$ cat config.mk
export PLATFORM = sky130hd
export DESIGN_NAME = hwag
export DESIGN_NICKNAME = d
export VERILOG_FILES = /design/src/rtl/hwag.sv
export SDC_FILE = /design/constraint.sdc
export NUM_CORES = 1
export LEC_CHECK = 0
export BUFFER_PORTS_ARGS = -buffer_cell sky130_fd_sc_hd__buf_2
export CAP_MARGIN = 20
export CORE_MARGIN = 2
export CORE_UTILIZATION = 64
export DETAILED_ROUTE_END_ITERATION = 6
export HOLD_SLACK_MARGIN = 0.05
export PLACE_DENSITY = 0.81
export SLEW_MARGIN = 20
export SYNTH_ARGS = -nofsm -noshare
export SYNTH_HDL_FRONTEND = slang
export SYNTH_SLANG_ARGS = --single-unit
export TNS_END_PERCENT = 100
$ cat constraint.sdc
create_clock -name clk -period 5.6 [get_ports clk]
set_input_delay 0.56 -clock clk [delete_from_list [all_inputs] [get_ports clk]]
set_output_delay 0.56 -clock clk [all_outputs]
set_load 0.01 [all_outputs]
$ cat src/rtl/hwag.sv
// Crank angle generator for a 60-2 trigger wheel: filters the VR input, finds the gap,
// interpolates 64 ticks per tooth and drives one ignition coil from an angle window.
module hwag #(
    parameter int unsigned FILTER     = 3,
    parameter int unsigned CAP_MIN    = 128,
    parameter int unsigned CAP_MAX    = 65535,
    parameter int unsigned TOOTH_LAST = 57,
    parameter int unsigned SYNC_TEETH = 4,
    parameter int unsigned GAP_RATIO  = 2,
    parameter int unsigned ANGLE_TOP  = 3839,
    parameter int unsigned IGN_ANGLE  = 3830,
    parameter int unsigned IGN_CHARGE = 1024
) (
    input  logic clk,
    input  logic rst,
    input  logic cap_in,
    output logic cap_out,
    output logic led1_out,
    output logic led2_out,
    output logic coil14_out
);

    localparam int unsigned FW = $clog2(FILTER + 1);
    localparam int unsigned VW = $clog2(SYNC_TEETH + 1);

    localparam logic [FW-1:0] FILT_LAST  = FW'(FILTER - 1);
    localparam logic [VW-1:0] VALID_FULL = VW'(SYNC_TEETH);
    localparam logic [15:0]   PER_MIN    = 16'(CAP_MIN);
    localparam logic [15:0]   PER_MAX    = 16'(CAP_MAX);
    localparam logic [5:0]    TOOTH_END  = 6'(TOOTH_LAST);
    localparam logic [11:0]   ANG_TOP    = 12'(ANGLE_TOP);
    localparam logic [11:0]   WIN_ON     =
        12'((IGN_ANGLE + ANGLE_TOP + 1 - IGN_CHARGE) % (ANGLE_TOP + 1));
    localparam logic [11:0]   WIN_OFF    = 12'(IGN_ANGLE);

    typedef enum logic [0:0] {StHunt, StSynced} state_e;

    logic          sync1_q, sync2_q, cap_q;
    logic [FW-1:0] filt_cnt_q;
    logic [15:0]   per_cnt_q, cur_per_q, prev_per_q;
    logic          last_gap_q;
    state_e        state_q;
    logic [VW-1:0] valid_q;
    logic [5:0]    tooth_q;
    logic [11:0]   angle_q;
    logic [15:0]   div_q;
    logic          led1_q, led2_q, coil_q;

    logic          cap_rise, stall, legal_ev, gap, tick_exp, in_win;
    logic [17:0]   gap_lim;
    logic [15:0]   tick_base, tick_len;
    logic [11:0]   ang_lim;

    // Synchronizer plus run-length filter: a level must persist FILTER samples to pass.
    always_ff @(posedge clk or negedge rst) begin
        if (!rst) begin
            sync1_q    <= 1'b0;
            sync2_q    <= 1'b0;
            cap_q      <= 1'b0;
            filt_cnt_q <= '0;
        end else begin
            sync1_q <= cap_in;
            sync2_q <= sync1_q;
            if (sync2_q == cap_q) begin
                filt_cnt_q <= '0;
            end else if (filt_cnt_q == FILT_LAST) begin
                cap_q      <= sync2_q;
                filt_cnt_q <= '0;
            end else begin
                filt_cnt_q <= filt_cnt_q + FW'(1);
            end
        end
    end

    assign cap_rise = sync2_q && !cap_q && (filt_cnt_q == FILT_LAST);

    always_comb begin
        stall    = (per_cnt_q == PER_MAX);
        legal_ev = cap_rise && (per_cnt_q >= PER_MIN);
        gap_lim  = 18'(GAP_RATIO) * {2'b00, cur_per_q};
        gap      = ({2'b00, per_cnt_q} > gap_lim);
        // After the gap tooth, interpolate with the last normal tooth instead.
        tick_base = last_gap_q ? prev_per_q : cur_per_q;
        tick_len  = tick_base >> 6;
        if (tick_len == 16'd0) begin
            tick_len = 16'd1;
        end
        tick_exp = (div_q >= tick_len - 16'd1);
        ang_lim  = (tooth_q == TOOTH_END) ? ANG_TOP : {tooth_q, 6'h3f};
        if (WIN_ON < WIN_OFF) begin
            in_win = (angle_q >= WIN_ON) && (angle_q < WIN_OFF);
        end else begin
            in_win = (angle_q >= WIN_ON) || (angle_q < WIN_OFF);
        end
    end

    always_ff @(posedge clk or negedge rst) begin
        if (!rst) begin
            per_cnt_q  <= 16'd0;
            cur_per_q  <= 16'd0;
            prev_per_q <= 16'd0;
            last_gap_q <= 1'b0;
        end else if (legal_ev) begin
            per_cnt_q  <= 16'd1;
            prev_per_q <= cur_per_q;
            cur_per_q  <= per_cnt_q;
            last_gap_q <= gap;
        end else if (!stall) begin
            per_cnt_q <= per_cnt_q + 16'd1;
        end
    end

    always_ff @(posedge clk or negedge rst) begin
        if (!rst) begin
            state_q <= StHunt;
            valid_q <= '0;
            tooth_q <= 6'd0;
            angle_q <= 12'd0;
            div_q   <= 16'd0;
            led1_q  <= 1'b0;
            led2_q  <= 1'b0;
            coil_q  <= 1'b0;
        end else begin
            led1_q <= (state_q == StSynced);
            coil_q <= (state_q == StSynced) && in_win;
            div_q  <= tick_exp ? 16'd0 : div_q + 16'd1;
            if (stall) begin
                state_q <= StHunt;
                valid_q <= '0;
                coil_q  <= 1'b0;
            end else if (legal_ev) begin
                div_q <= 16'd0;
                unique case (state_q)
                    StHunt: begin
                        if (gap && (valid_q == VALID_FULL)) begin
                            state_q <= StSynced;
                            tooth_q <= 6'd0;
                            angle_q <= 12'd0;
                            led2_q  <= ~led2_q;
                        end else if (valid_q != VALID_FULL) begin
                            valid_q <= valid_q + VW'(1);
                        end
                    end
                    StSynced: begin
                        if ((tooth_q == TOOTH_END) && gap) begin
                            tooth_q <= 6'd0;
                            angle_q <= 12'd0;
                            led2_q  <= ~led2_q;
                        end else if ((tooth_q != TOOTH_END) && !gap) begin
                            tooth_q <= tooth_q + 6'd1;
                            angle_q <= {tooth_q + 6'd1, 6'd0};
                        end else begin
                            state_q <= StHunt;
                            valid_q <= '0;
                            coil_q  <= 1'b0;
                        end
                    end
                    default: state_q <= StHunt;
                endcase
            end else if ((state_q == StSynced) && tick_exp && (angle_q < ang_lim)) begin
                angle_q <= angle_q + 12'd1;
            end
        end
    end

    assign cap_out    = cap_q;
    assign led1_out   = led1_q;
    assign led2_out   = led2_q;
    assign coil14_out = coil_q;

endmodule

# Word-level counts from Yosys, hierarchy flattened
# Cells that the tools add are included.
# classes
bitwise_logic	4
eq_ne	17
n_reduce_logical	20
add_sub_neg	7
order_cmp	6
muxes	41
# op_table
operator	count
2-to-1 mux 16 bit	6
2-to-1 mux 12 bit	6
adder 16 x 1 -> 16 bit (second input constant)	2
one-hot mux 12 bit (2 select lines)	1
2-to-1 mux 3 bit	6
2-to-1 mux 6 bit	3
inequality test 3 bit (second input constant)	6
> comparator 16 x 17 -> 1 bit	1
equality test 16 bit (second input constant)	1
greater-or-equal comparator 16 bit	1
greater-or-equal comparator 16 x 8 -> 1 bit (second input constant)	1
logical NOT 16 bit	1
subtractor 16 x 1 -> 16 bit (second input constant)	1
adder 12 x 1 -> 12 bit (second input constant)	1
greater-or-equal comparator 12 bit (second input constant)	1
< comparator 12 bit	1
< comparator 12 bit (second input constant)	1
2-to-1 mux 1 bit	12
one-hot mux 6 bit (2 select lines)	1
AND reduction 4 bit	3
logical AND 1 bit	10
2-to-1 mux 10 bit	1
adder 6 x 1 -> 6 bit (second input constant)	1
equality test 6 bit (second input constant)	1
18 further kinds	26
# totals
input_bits	3
out_inout_bits	4
word_cells	111
ff_bits	95

# Logic depth before layout (Yosys ltp)
# Gate-level depths: netlist of run 1.
# logic_depth
depth_word	9
mapped_depth	22
mapped_depth_nobuf	20

# Least setup slack after synthesis of run 1
# No wires, ideal clock.
# synth_timing
kind	reg-to-reg
start	reg last_gap_q
end	reg angle_q[1]
stages_incl_launch_ff	17
setup_ps	125
synth_period_minus_slack_ps	4491
n_path_buf	3
slack_ps	1109
required_time_ps	5475
arrival_time_ps	4367
cell_sequence	dfrtp_1 > clkbuf_1 > clkbuf_1 > buf_1 > mux2i_1 > ha_1 > o21ai_0 > or2_2 > nor2_1 > o21ai_0 > ha_1 > and4_1 > nand2_1 > o311ai_1 > nand2_1 > a21oi_2 > mux2_2
# synth_via
elab_chain_len	9
# synth_rtl
element	line_no	rtl
start: declaration	41	logic last_gap_q;
start signal: assignment	107	last_gap_q <= gap;
2-to-1 mux 16 bit *	83	tick_base = last_gap_q ? prev_per_q : cur_per_q;
logical NOT 16 bit	85	if (tick_len == 16'd0) begin
2-to-1 mux 10 bit *	85	
subtractor 16 x 1 -> 16 bit *	88	tick_exp = (div_q >= tick_len - 16'd1);
greater-or-equal comparator 16 bit *	88	
logical AND 1 bit * (2 in series)	160	end else if ((state_q == StSynced) && tick_exp && (angle_q < ang_lim)) begin
nonzero test 2 bit (no source line) *	n/a	
AND reduction 4 bit (no source line) *	n/a	
end signal: assignment	151	angle_q <= {tooth_q + 6'd1, 6'd0};
end signal: assignment	161	angle_q <= angle_q + 12'd1;
end: declaration	45	logic [11:0] angle_q;
# Every way passes the cells marked *; elsewhere a longest branch is shown, timed or not.
# A chain may end at the register's enable or synchronous reset.

# Worst setup path in the final report of run 1
# Same ends and word-level chain as after synthesis.

==> reports/qor.yml, run 1 <==
detailed_routing:
  antenna_left: 0
  viasPerCell: 6.107
  firstDrtPassIters: 6
  wl_mm: 11.63
  wire_per_inst_um: 16.18
  drc: 0
  vias: 4391
  drt_iter0_markers: 328
clock_tree:
  clock_sinks: 89
  cts_tree: "done"
  cts_made_buffers: 9
  clk_pin_slew_ns: 0.10
  root_buffer: "clkbuf_8"
  htreeDepth: 3
  postCtsSetupBuffers: 0
  insertion_delay_ns: 0.37
  cts_buffer_depth: 2
  cts_resized: 0
  cts_hold_buf: 0
synthesis:
  synth_warnings: 0
  synth-main-ff-cell: "dfrtp_1"
  yosys_register_bits: 89
  syn-instance-count: 608
  async_flop_share_pct: 100.0
  mappedNetlistArea_um2: 5530
  ys_seq_area_share_pct: 40.27
  ys_types: 60
  synth_edf_count: 0
  syn_area_per_cell_um2: 9.096
timing:
  fin_crit_sh_pct: 90.46
  max_slew_margin_pct: 47.09
  final_max_slew_viol_count: 0
  timing_hold_violations_final: 0
  worstMarginPinSlew_ns: 0.7937
  fin_ws_ns: 0.5342
  rsz0062_at_grt: "no"
  fmax_ghz: 0.1974
  period_needed_ns: 5.066
  fin_skew_ns: 0.01108
  finalSetupViolCount: 0
  fin_setup_tns_ns: 0
floorplan:
  die_h_um: 96.96
  coreArea_um2: 8299
  fp.dieArea_um2: 9400
  fp-row-count: 33
  initial_core_util_pct: 66.64
  ioPinCount: 7
  fp.dieW_um: 96.96
place:
  portBuffers: 6
  gp_congestion: 0.9622
  dpl.hpwl_mm: 8.326
  dpl_worst_slack_ns: 0.5068
status:
  outcome: "completed"
cells_and_area:
  ff_latch_area_um2: 2227
  fin_nets: 662
  multi_input_area_um2: 3080
  num-fill-cells: 631
  layout-drive-gt1-share_pct: 6.840
  antenna_cells: 0
  syn2layout_area_growth_pct: 5.928
pwr:
  peakVddDrop_v: 0.0001178
  leakagePower_uw: 0.002656
  pwr_density_cell_nw_per_um2: 229.7
global_routing:
  grt_first_pass_wirelength_mm: 20.74
  grt_pass1_vias: 4393
  antenna_found_initial: 0
  grt_usage_pct: 26.59
  grt_overflow_total: 0
  grt_max_degree: 90
setup_path:
  cp.required_ns: 5.86
  worst_setup_path_end_kind: "flip-flop"
  path_max_fanout: 15
  worst_setup_path_start_kind: "flip-flop"
  path_class: "flip-flop to flip-flop"
  worstPathArrival_ns: 5.32
job:
  cap_violations: 0
min_path:
  hp-class: "input pin to asynchronous set/reset pin"
flip-flops by register name (all words and copies together) (netlist names):
signal      cells
prev_per_q     10
sync1_q         1
led2_out        1
cur_per_q      16
per_cnt_q      16
cap_out         1
led1_out        1
div_q          16
coil14_out      1
valid_q         3
filt_cnt_q      2
last_gap_q      1
angle_q        12
sync2_q         1
state_q         1
tooth_q         6
Yosys cell counts (6+ instances only):
cell      instances  area [um2]
a21o_1            6       45.04
a21oi_1          31       155.2
a41oi_1           7       61.31
and3_1           13       81.33
clkbuf_1         15       56.30
dfrtp_1          89        2227
ha_1             50       625.6
inv_1            38       142.6
mux2i_1           9       90.09
nand2_1          60       225.2
nand2b_1          6       37.54
nand3_1          23       115.1
nand4_1          14       87.58
nor2_1           61       229.0
nor3_1           13       65.06
nor3b_1           6       45.04
o21a_1            8       60.06
o21ai_0          54       270.3
xnor2_1          19       166.4
xor2_1           19       166.4
where the power goes:
group	switching, uW	internal [uW]
Combinational	86.9	69.9
Sequential	39.2	673
Clock	250	226
worst max-delay path: stages (launching register included):
cell and delay, ns:
dfrtp_1 0.63, buf_4 0.30, o32ai_1 0.13, nand2b_1 0.11, or2_2 0.13, nor2_1 0.05, a211oi_1 0.25, a21o_1 0.13
ha_1 0.18, o21ai_0 0.14, or2_2 0.34, nor2_1 0.25, o21ai_0 0.15, ha_1 0.29, and4_1 0.23, nand2_1 0.10
o311ai_1 0.32, buf_4 0.21, nand2_1 0.20, a21oi_4 0.43, mux2_2 0.38
cells by family after synthesis:
family,count (synthesis),synth area share (%)
simple gates,219,19.89
fa+ha+maj,50,11.31
mux,13,2.443
compound gates,138,15.68
xor+xnor,38,6.018
flops,89,40.27
buf+inv,60,4.321
other cells,1,0.06781
metrics by stage:
stage	std cells	cell area, um2	util (%)	hold slack [ns]	power (uW)
5_1_grt	719	5858	70.59	0.3091	1411
4_1_cts	719	5847	70.45	0.3027	1352
2_1_floorplan	610	5538	-	0.2644	825.6
6_report	719	5858	70.59	0.2429	1346
3_5_place_dp	703	5637	67.92	0.3668	883.1
3_3_place_gp	703	5637	67.92	0.3352	871.0
final cells by class:
type,count,area share [%]
clock buffers,10,2.349
repair buffers,10,1.132
flip-flops and latches,89,38.02
inverters,38,2.435
clock inverters,6,1.239
well taps,105,2.243
multi-input cells,461,52.58
layer usage:
layer,vias to the layer above,wire [um],track usage (%)
li1,2148,-,-
met1,2112,5283,35.33
met2,108,5715,44.82
met3,23,393,3.613
met4,0,238,9.426
met5,-,0,0
cell usage in the layout (no fill, tap or decap), types with 3 or more instances in the layout:
cell type  count
clkbuf_8      10
a41oi_1        7
a31oi_1        4
conb_1         3
inv_1         38
and4_1         4
or3_1          3
nor2_1        61
a21oi_1       31
inv_6          3
buf_4          4
xnor2_1       19
nor3b_1        6
nor4_1         3
nor3_1        13
o31ai_1        4
and3_1        13
nand4_1       14
xor2_1        19
nand2_1       60
mux2_2         4
nand2b_1       6
a2bb2oi_1      4
buf_2          5
a21o_1         6
o21ai_0       54
dfrtp_1       89
mux2i_1        9
o21a_1         8
ha_1          50
nand3_1       23
path summary, 6_finish.rpt:
check                         endpoint        from  slack (ns)  cells past startpoint
max reg2reg                 angle_q[1]  last_gap_q        0.53                     20
min reg2reg                    sync2_q     sync1_q        0.37                      0
min in group clk               sync1_q      cap_in        0.31                      1
min                            sync2_q         rst        0.24                      1
max                         angle_q[1]  last_gap_q        0.53                     20
max in group asynchronous  angle_q[10]         rst        4.82                      1
Note: power is estimated with default switching activity, not from simulation.
==> inputs of run 2 (changes only) <==
--- a/config.mk
+++ b/config.mk
@@ -7,11 +7,13 @@
 export LEC_CHECK = 0
 export BUFFER_PORTS_ARGS = -buffer_cell sky130_fd_sc_hd__buf_2
 export CAP_MARGIN = 20
+export CORE_ASPECT_RATIO = 0.5
 export CORE_MARGIN = 2
 export CORE_UTILIZATION = 64
 export DETAILED_ROUTE_END_ITERATION = 6
 export HOLD_SLACK_MARGIN = 0.05
 export PLACE_DENSITY = 0.81
+export SETUP_SLACK_MARGIN = 0.4
 export SLEW_MARGIN = 20
 export SYNTH_ARGS = -nofsm -noshare
 export SYNTH_HDL_FRONTEND = slang
==> constraint.sdc (replaced) <==
create_clock -name clk -period 5.6 [get_ports clk]
set_input_delay 0.56 -clock clk [delete_from_list [all_inputs] [get_ports clk]]
set_output_delay 0.56 -clock clk [all_outputs]
set_load 0.1 [all_outputs]
==> run 2 against run 1 <==
  * First-iteration DRC count up 0.61%
  * Fmax rose by 5.6%
  * Clock skew is 0.0045 ns lower
  * Non-clock buffer count increased by 3
  * Final cell count rose by 1.4%
  * Sequential share of layout area down 1.0 points
  * Die area rose by 0.48%
  * Via count rose by 0.98%
  * Power increased by 19%
  * Sequential cell count is the same
  * Combinational power up 14%
  * Largest cell class unchanged
  * Largest power group unchanged
==> reports/qor.yml, run 2 (synthesis results as in run 1) <==
status:
  outcome: "completed"
floorplan:
  coreArea_um2: 8202  # -1.2%
  initial_core_util_pct: 67.43  # +0.79 points
  fp.dieW_um: 135.5  # +40%
  fp-row-count: 23  # -30%
  ioPinCount: 7  # unchanged
  die_h_um: 69.73  # -28%
  fp.dieArea_um2: 9446  # +0.48%
min_path:
  hp-class: "input pin to asynchronous set/reset pin"
detailed_routing:
  viasPerCell: 6.082  # -0.41%
  antenna_left: 0  # unchanged
  met2_length_mm: 5.364  # -6.1%
  drt_iter0_markers: 330  # +0.61%
  vias: 4434  # +0.98%
  drc: 0  # unchanged
  wire_per_inst_um: 16.26  # +0.54%
  dr.max_layer_used: "met4"
  dr_wl_met3_um: 570  # +45%
  met1Wirelength_mm: 5.786  # +9.5%
  firstDrtPassIters: 5  # -1
  wl_mm: 11.86  # +1.9%
timing:
  fin_crit_sh_pct: 85.63  # -4.8 points
  period_needed_ns: 4.796  # -0.2702 ns
  final_max_slew_viol_count: 0  # unchanged
  worstMarginPinSlew_ns: 0.9249  # +0.1312 ns
  max_slew_margin_pct: 38.34  # -8.7 points
  fin_ws_ns: 0.8045  # +0.2702 ns
  rsz0062_at_grt: "no"
  timing_hold_violations_final: 0  # unchanged
  finalSetupViolCount: 0  # unchanged
  fin_skew_ns: 0.006586  # -0.004496 ns
  fmax_ghz: 0.2085  # +5.6%
  fin_setup_tns_ns: 0  # unchanged
place:
  portBuffers: 6  # unchanged
  dpl.hpwl_mm: 8.047  # -3.3%
  place_inst: 711  # +1.1%
  gp_congestion: 0.8601  # -11%
  dpl_worst_slack_ns: 0.5337  # +0.02692 ns
cells_and_area:
  final_cell_count_no_fill: 729  # +1.4%
  final_common_cell: "dfrtp_1"
  mostFrequentLayoutCells: "dfrtp_1 (88), nor2_1 (61), nand2_1 (60)"
  syn2layout_area_growth_pct: 8.982
  fin_nets: 665  # +0.45%
  antenna_cells: 0  # unchanged
  largestRegisters: "cur_per_q x16, div_q x16, per_cnt_q x16"
  layout-drive-gt1-share_pct: 7.455  # +0.62 points
setup_path:
  rr_startpoint: "last_gap_q"
  worstPathArrival_ns: 5.03  # -0.29 ns
  crit_start: "last_gap_q"
  worst_setup_path_start_kind: "flip-flop"
  path_max_fanout: 18  # +3
  path_class: "flip-flop to flip-flop"
  cp.required_ns: 5.83  # -0.03 ns
  worst_setup_path_end_kind: "flip-flop"
pwr:
  finalPower_uw: 1597  # +19%
  peakVddDrop_v: 0.0002386  # +100%
  pwr_density_cell_nw_per_um2: 264.9  # +15%
  leakagePower_uw: 0.002730  # +2.8%
clock_tree:
  cts_made_buffers: 9  # unchanged
  clk_pin_slew_ns: 0.07  # -0.03 ns
  cts_tree: "done"
  cts_hold_buf: 0  # unchanged
  htreeDepth: 3  # unchanged
  cts_buffer_depth: 2  # unchanged
  root_buffer: "clkbuf_16"
  clock_sinks: 89  # unchanged
  insertion_delay_ns: 0.35  # -0.02 ns
global_routing:
  grt_max_degree: 75  # -17%
  antenna_found_initial: 0  # unchanged
  grt_pass1_vias: 4325  # -1.5%
  grt_overflow_total: 0  # unchanged
  grt_usage_pct: 26.95  # +0.36 points
  grt_first_pass_wirelength_mm: 20.33  # -2.0%
job:
  cap_violations: 0  # unchanged
[run 2: cell count changes in the layout (fill, tap and decap cells not counted), sizes merged]
cell / previous run / this run
buf: 10 / 13
clkbuf: 10 / 9
inv: 42 / 40
bufinv: 1 / 3
clkinv: 1 / 2
[run 2: metrics by stage]
step	instance area, um2	util (%)	hold WS (ns)
after global routing	6027	73.49	0.08065
after detailed placement	5653	68.92	0.3466
after global placement	5653	68.92	0.3364
after CTS	6003	73.20	0.07820
after floorplan	5538	-	0.2644
final	6027	73.49	0.07589
[run 2: layout make-up]
cell class	count	area (um2)
multi-input cells	461	3080
flip-flops and latches	89	2228
fillers	607	2175
clock buffers	9	225.2
inverters	38	142.6
well taps	112	140.1
clock inverters	7	125.1
repair buffers	13	85.08
[run 2: power breakdown]
group | total [uW] | switching, uW | internal, uW
combinational | 179 | 110 | 69.5
sequential | 712 | 37.6 | 674
clock | 705 | 265 | 441
total | 1600 | 412 | 1180
[run 2: critical path, stage by stage (launching register included)]
cell	delay, ns
dfrtp_2	0.52
buf_4	0.23
nand2b_1	0.12
o32ai_1	0.09
nand2b_1	0.09
or2_2	0.13
nor2_1	0.06
a211oi_1	0.27
a21o_1	0.14
ha_1	0.17
o21ai_0	0.13
or2_2	0.34
nor2_1	0.23
o21ai_0	0.14
ha_1	0.31
and4_1	0.20
nand2_1	0.08
o311ai_1	0.36
buf_4	0.22
nand2_1	0.20
a21oi_4	0.28
mux2_2	0.36
[run 2: worst paths after layout]
check	slack [ns]	to	cells after the start
min	0.08	div_q[3]	1
min in group clk	0.32	sync1_q	1
max reg2reg	0.80	angle_q[1]	21
max in group asynchronous	4.27	last_gap_q	2
min reg2reg	0.36	sync2_q	0
max	0.80	angle_q[1]	21
[run 2: what timing repair did]
item	in CTS	in global routing
endpoints found under the setup margin	0	12
setup buffers	0	2
endpoints found under the hold margin	0	0
resized for setup	0	2
[run 2: routing by layer]
metal  up-vias  GRT usage (%)
li1       2157              -
met1      2174          37.34
met2        88          42.08
met3        15          7.529
met4         0          6.944
met5         -              0
==> inputs of run 3 (changes only) <==
--- a/config.mk
+++ b/config.mk
@@ -5,6 +5,7 @@
 export SDC_FILE = /design/constraint.sdc
 export NUM_CORES = 1
 export LEC_CHECK = 0
+export ABC_AREA = 1
 export BUFFER_PORTS_ARGS = -buffer_cell sky130_fd_sc_hd__buf_2
 export CAP_MARGIN = 20
 export CORE_ASPECT_RATIO = 0.5
==> run 3 against run 2 <==
  * Clock power is 14% lower
  * Cell area is 1.4% higher
  * Critical path depth is 3 higher
  * First-iteration DRC count is 10% lower
  * Largest cell class unchanged
  * Global-route usage is 0.92 points lower
  * Clock skew hardly changed
  * Largest power group unchanged
  * Sequential cell count stayed put
==> reports/qor.yml, run 3 <==
status:
  outcome: "completed"
clock_tree:
  cts_buffer_depth: 2  # unchanged
  insertion_delay_ns: 0.35  # about the same
  root_buffer: "clkbuf_16"
  cts_tree: "done"
  cts_made_buffers: 9  # unchanged
  cts_hold_buf: 0  # unchanged
  clock_sinks: 89  # unchanged
  postCtsSetupBuffers: 0  # unchanged
  clk_pin_slew_ns: 0.06  # about the same
  htreeDepth: 3  # unchanged
  cts_resized: 0  # unchanged
timing:
  rsz0062_at_grt: "no"
  max_slew_margin_pct: 35.60  # -2.7 points
  fin_setup_tns_ns: 0  # unchanged
  fmax_ghz: 0.2529  # +21%
  fin_ws_ns: 1.646  # +0.8415 ns
  worstMarginPinSlew_ns: 0.9660  # +0.04113 ns
  timing_hold_violations_final: 0  # unchanged
  hold_ws_ns: 0.04360  # -0.03228 ns
  fin_crit_sh_pct: 70.61  # -15 points
  final_max_slew_viol_count: 0  # unchanged
  fin_skew_ns: 0.006642  # +0.00005671 ns
  period_needed_ns: 3.954  # -0.8415 ns
  finalSetupViolCount: 0  # unchanged
detailed_routing:
  antenna_left: 0  # unchanged
  drc: 0  # unchanged
  firstDrtPassIters: 6  # +1
  wire_per_inst_um: 13.49  # -17%
  drt_iter0_markers: 297  # -10%
  vias: 4652  # +4.9%
  wl_mm: 11.55  # -2.6%
  viasPerCell: 5.435  # -11%
floorplan:
  fp.dieW_um: 137.6  # +1.6%
  initial_core_util_pct: 65.80  # -1.6 points
  ioPinCount: 7  # unchanged
  fp.dieArea_um2: 9740  # +3.1%
  die_h_um: 70.80  # +1.5%
  coreArea_um2: 8678  # +5.8%
  fp-row-count: 24  # +4.3%
setup_path:
  worst_path_max_delay_cell: "dfrtp_1"
  cp_common_cell: "nand2_1"
  path_class: "flip-flop to flip-flop"
  worst_setup_path_end_kind: "flip-flop"
  worst_setup_path_start_kind: "flip-flop"
  critPathBufInv: 3  # +1
  path_max_fanout: 18  # unchanged
  worstPathArrival_ns: 4.19  # -0.84 ns
  critPathTopFamily: "simple AND/OR/NAND/NOR gates"
  cp.required_ns: 5.84  # about the same
  cpPeakStageDelay_ns: 0.41  # -0.11 ns
  path_cells: "inv_2, nand2_1, o21ai_1, nand2_1, nor2_2, nand2_1, o21ai_0, inv_1, ha_1, nand2_1, xor2_1, inv_1, ha_1, nand2_1, nor2_1, nand2_1, nand2_1, nand2_1, nand3_1, nand3_1, nand3_2, nand2_1, nand2_1, nand2_1"
cells_and_area:
  final_common_cell: "nand2_1"
  final_cell_count_no_fill: 856  # +17%
  layout-drive-gt1-share_pct: 9.066  # +1.6 points
  syn2layout_area_growth_pct: 7.055
  largestRegisters: "cur_per_q x16, div_q x16, per_cnt_q x16"
  mostFrequentLayoutCells: "nand2_1 (168), dfrtp_1 (89), inv_1 (87)"
  fin_nets: 787  # +18%
  antenna_cells: 0  # unchanged
place:
  gp_congestion: 0.8431  # -2.0%
  dpl_worst_slack_ns: 1.650  # +1.116 ns
  portBuffers: 6  # unchanged
  place_inst: 840  # +18%
  dpl.hpwl_mm: 8.251  # +2.5%
synthesis:
  async_flop_share_pct: 100.0  # unchanged
  synthTopCellsByArea: "dfrtp_1 (39%), nand2_1 (11%), ha_1 (11%)"
  ys_types: 41  # -32%
  synth-main-ff-cell: "dfrtp_1"
  synth_top_area_share_pct: 39.00  # -1.3 points
  yosys_register_bits: 89  # unchanged
  synth_edf_count: 0  # unchanged
  syn_area_per_cell_um2: 7.844  # -14%
  synth_top_cells_by_count: "nand2_1 (168), dfrtp_1 (89), inv_1 (87)"
  ys_seq_area_share_pct: 39.00  # -1.3 points
  synth_warnings: 0  # unchanged
  syn-instance-count: 728  # +20%
  mappedNetlistArea_um2: 5710  # +3.3%
  synth_largest_area_cell: "dfrtp_1"
  yosysMostFrequentCell: "nand2_1"
global_routing:
  grt_pass1_vias: 4435  # +2.5%
  antenna_found_initial: 0  # unchanged
  grt_usage_pct: 26.02  # -0.92 points
  grt_overflow_total: 0  # unchanged
  grt_first_pass_wirelength_mm: 20.13  # -1.0%
  grt_max_degree: 79  # +5.3%
pwr:
  leakagePower_uw: 0.003056  # +12%
  peakVddDrop_v: 0.0001651  # -31%
  pwr_density_cell_nw_per_um2: 246.9  # -6.8%
min_path:
  hp-class: "input pin to asynchronous set/reset pin"
job:
  cap_violations: 0  # unchanged
## run 3: cell count changes after synthesis, moves of 11 or more
cell,before,now
inv_1,38,87
and3_1,13,2
nand2_1,60,168
xnor2_1,19,5
nand3_1,23,46
## run 3: stage by stage
stage | utilization, % | total power [uW] | instance area (um2)
after CTS | 70.44 | 1520 | 6113
final | 70.44 | 1509 | 6113
after floorplan | - | 870.8 | 5718
after global placement | 67.10 | 909.1 | 5823
after detailed placement | 67.10 | 918.2 | 5823
after global routing | 70.44 | 1581 | 6113
## run 3: worst paths after layout
check | from | to | slack [ns] | depth (start not counted)
max | last_gap_q | angle_q[6] | 1.65 | 24
min | rst | div_q[11] | 0.04 | 1
max reg2reg | last_gap_q | angle_q[6] | 1.65 | 24
min reg2reg | sync1_q | sync2_q | 0.35 | 0
max in group asynchronous | rst | prev_per_q[9] | 4.37 | 2
min in group clk | cap_in | sync1_q | 0.31 | 1
## run 3: area by class of cell
cell class / instances / area (um2)
Clock buffer: 12 / 236.5
Clock inverter: 4 / 53.80
Fill cell: 686 / 2565
Inverter: 94 / 352.8
Multi-Input combinational cell: 532 / 3049
Sequential cell: 89 / 2227
Tap cell: 117 / 146.4
Timing Repair Buffer: 8 / 47.55
## run 3: logic make-up (layout without fill, tap and decap cells)
family | count (synthesis) | after routing | share of synthesized area, %
and+or+nand+nor | 334 | 334 | 26.62
AOI/OAI and AO/OA | 120 | 120 | 11.79
buffers and inverters | 109 | 118 | 7.734
DFF | 89 | 89 | 39.00
adders and majority gates | 50 | 50 | 10.96
xor gates and xnor gates | 25 | 25 | 3.834
other | 1 | 3 | 0.06567
## run 3: power by group
part	switching [uW]	total, uW	internal, uW
logic	126	198	71.7
clock network	257	605	347
registers	30.8	707	676
total	414	1510	1100
## run 3: per-layer routing
layer / global-route usage, % / vias up / part of all wire (%)
met5: 0 / - / 0
met4: 7.560 / 0 / 1.6
met3: 6.022 / 22 / 4.1
met2: 42.18 / 94 / 46
met1: 35.34 / 2147 / 48
li1: - / 2389 / -
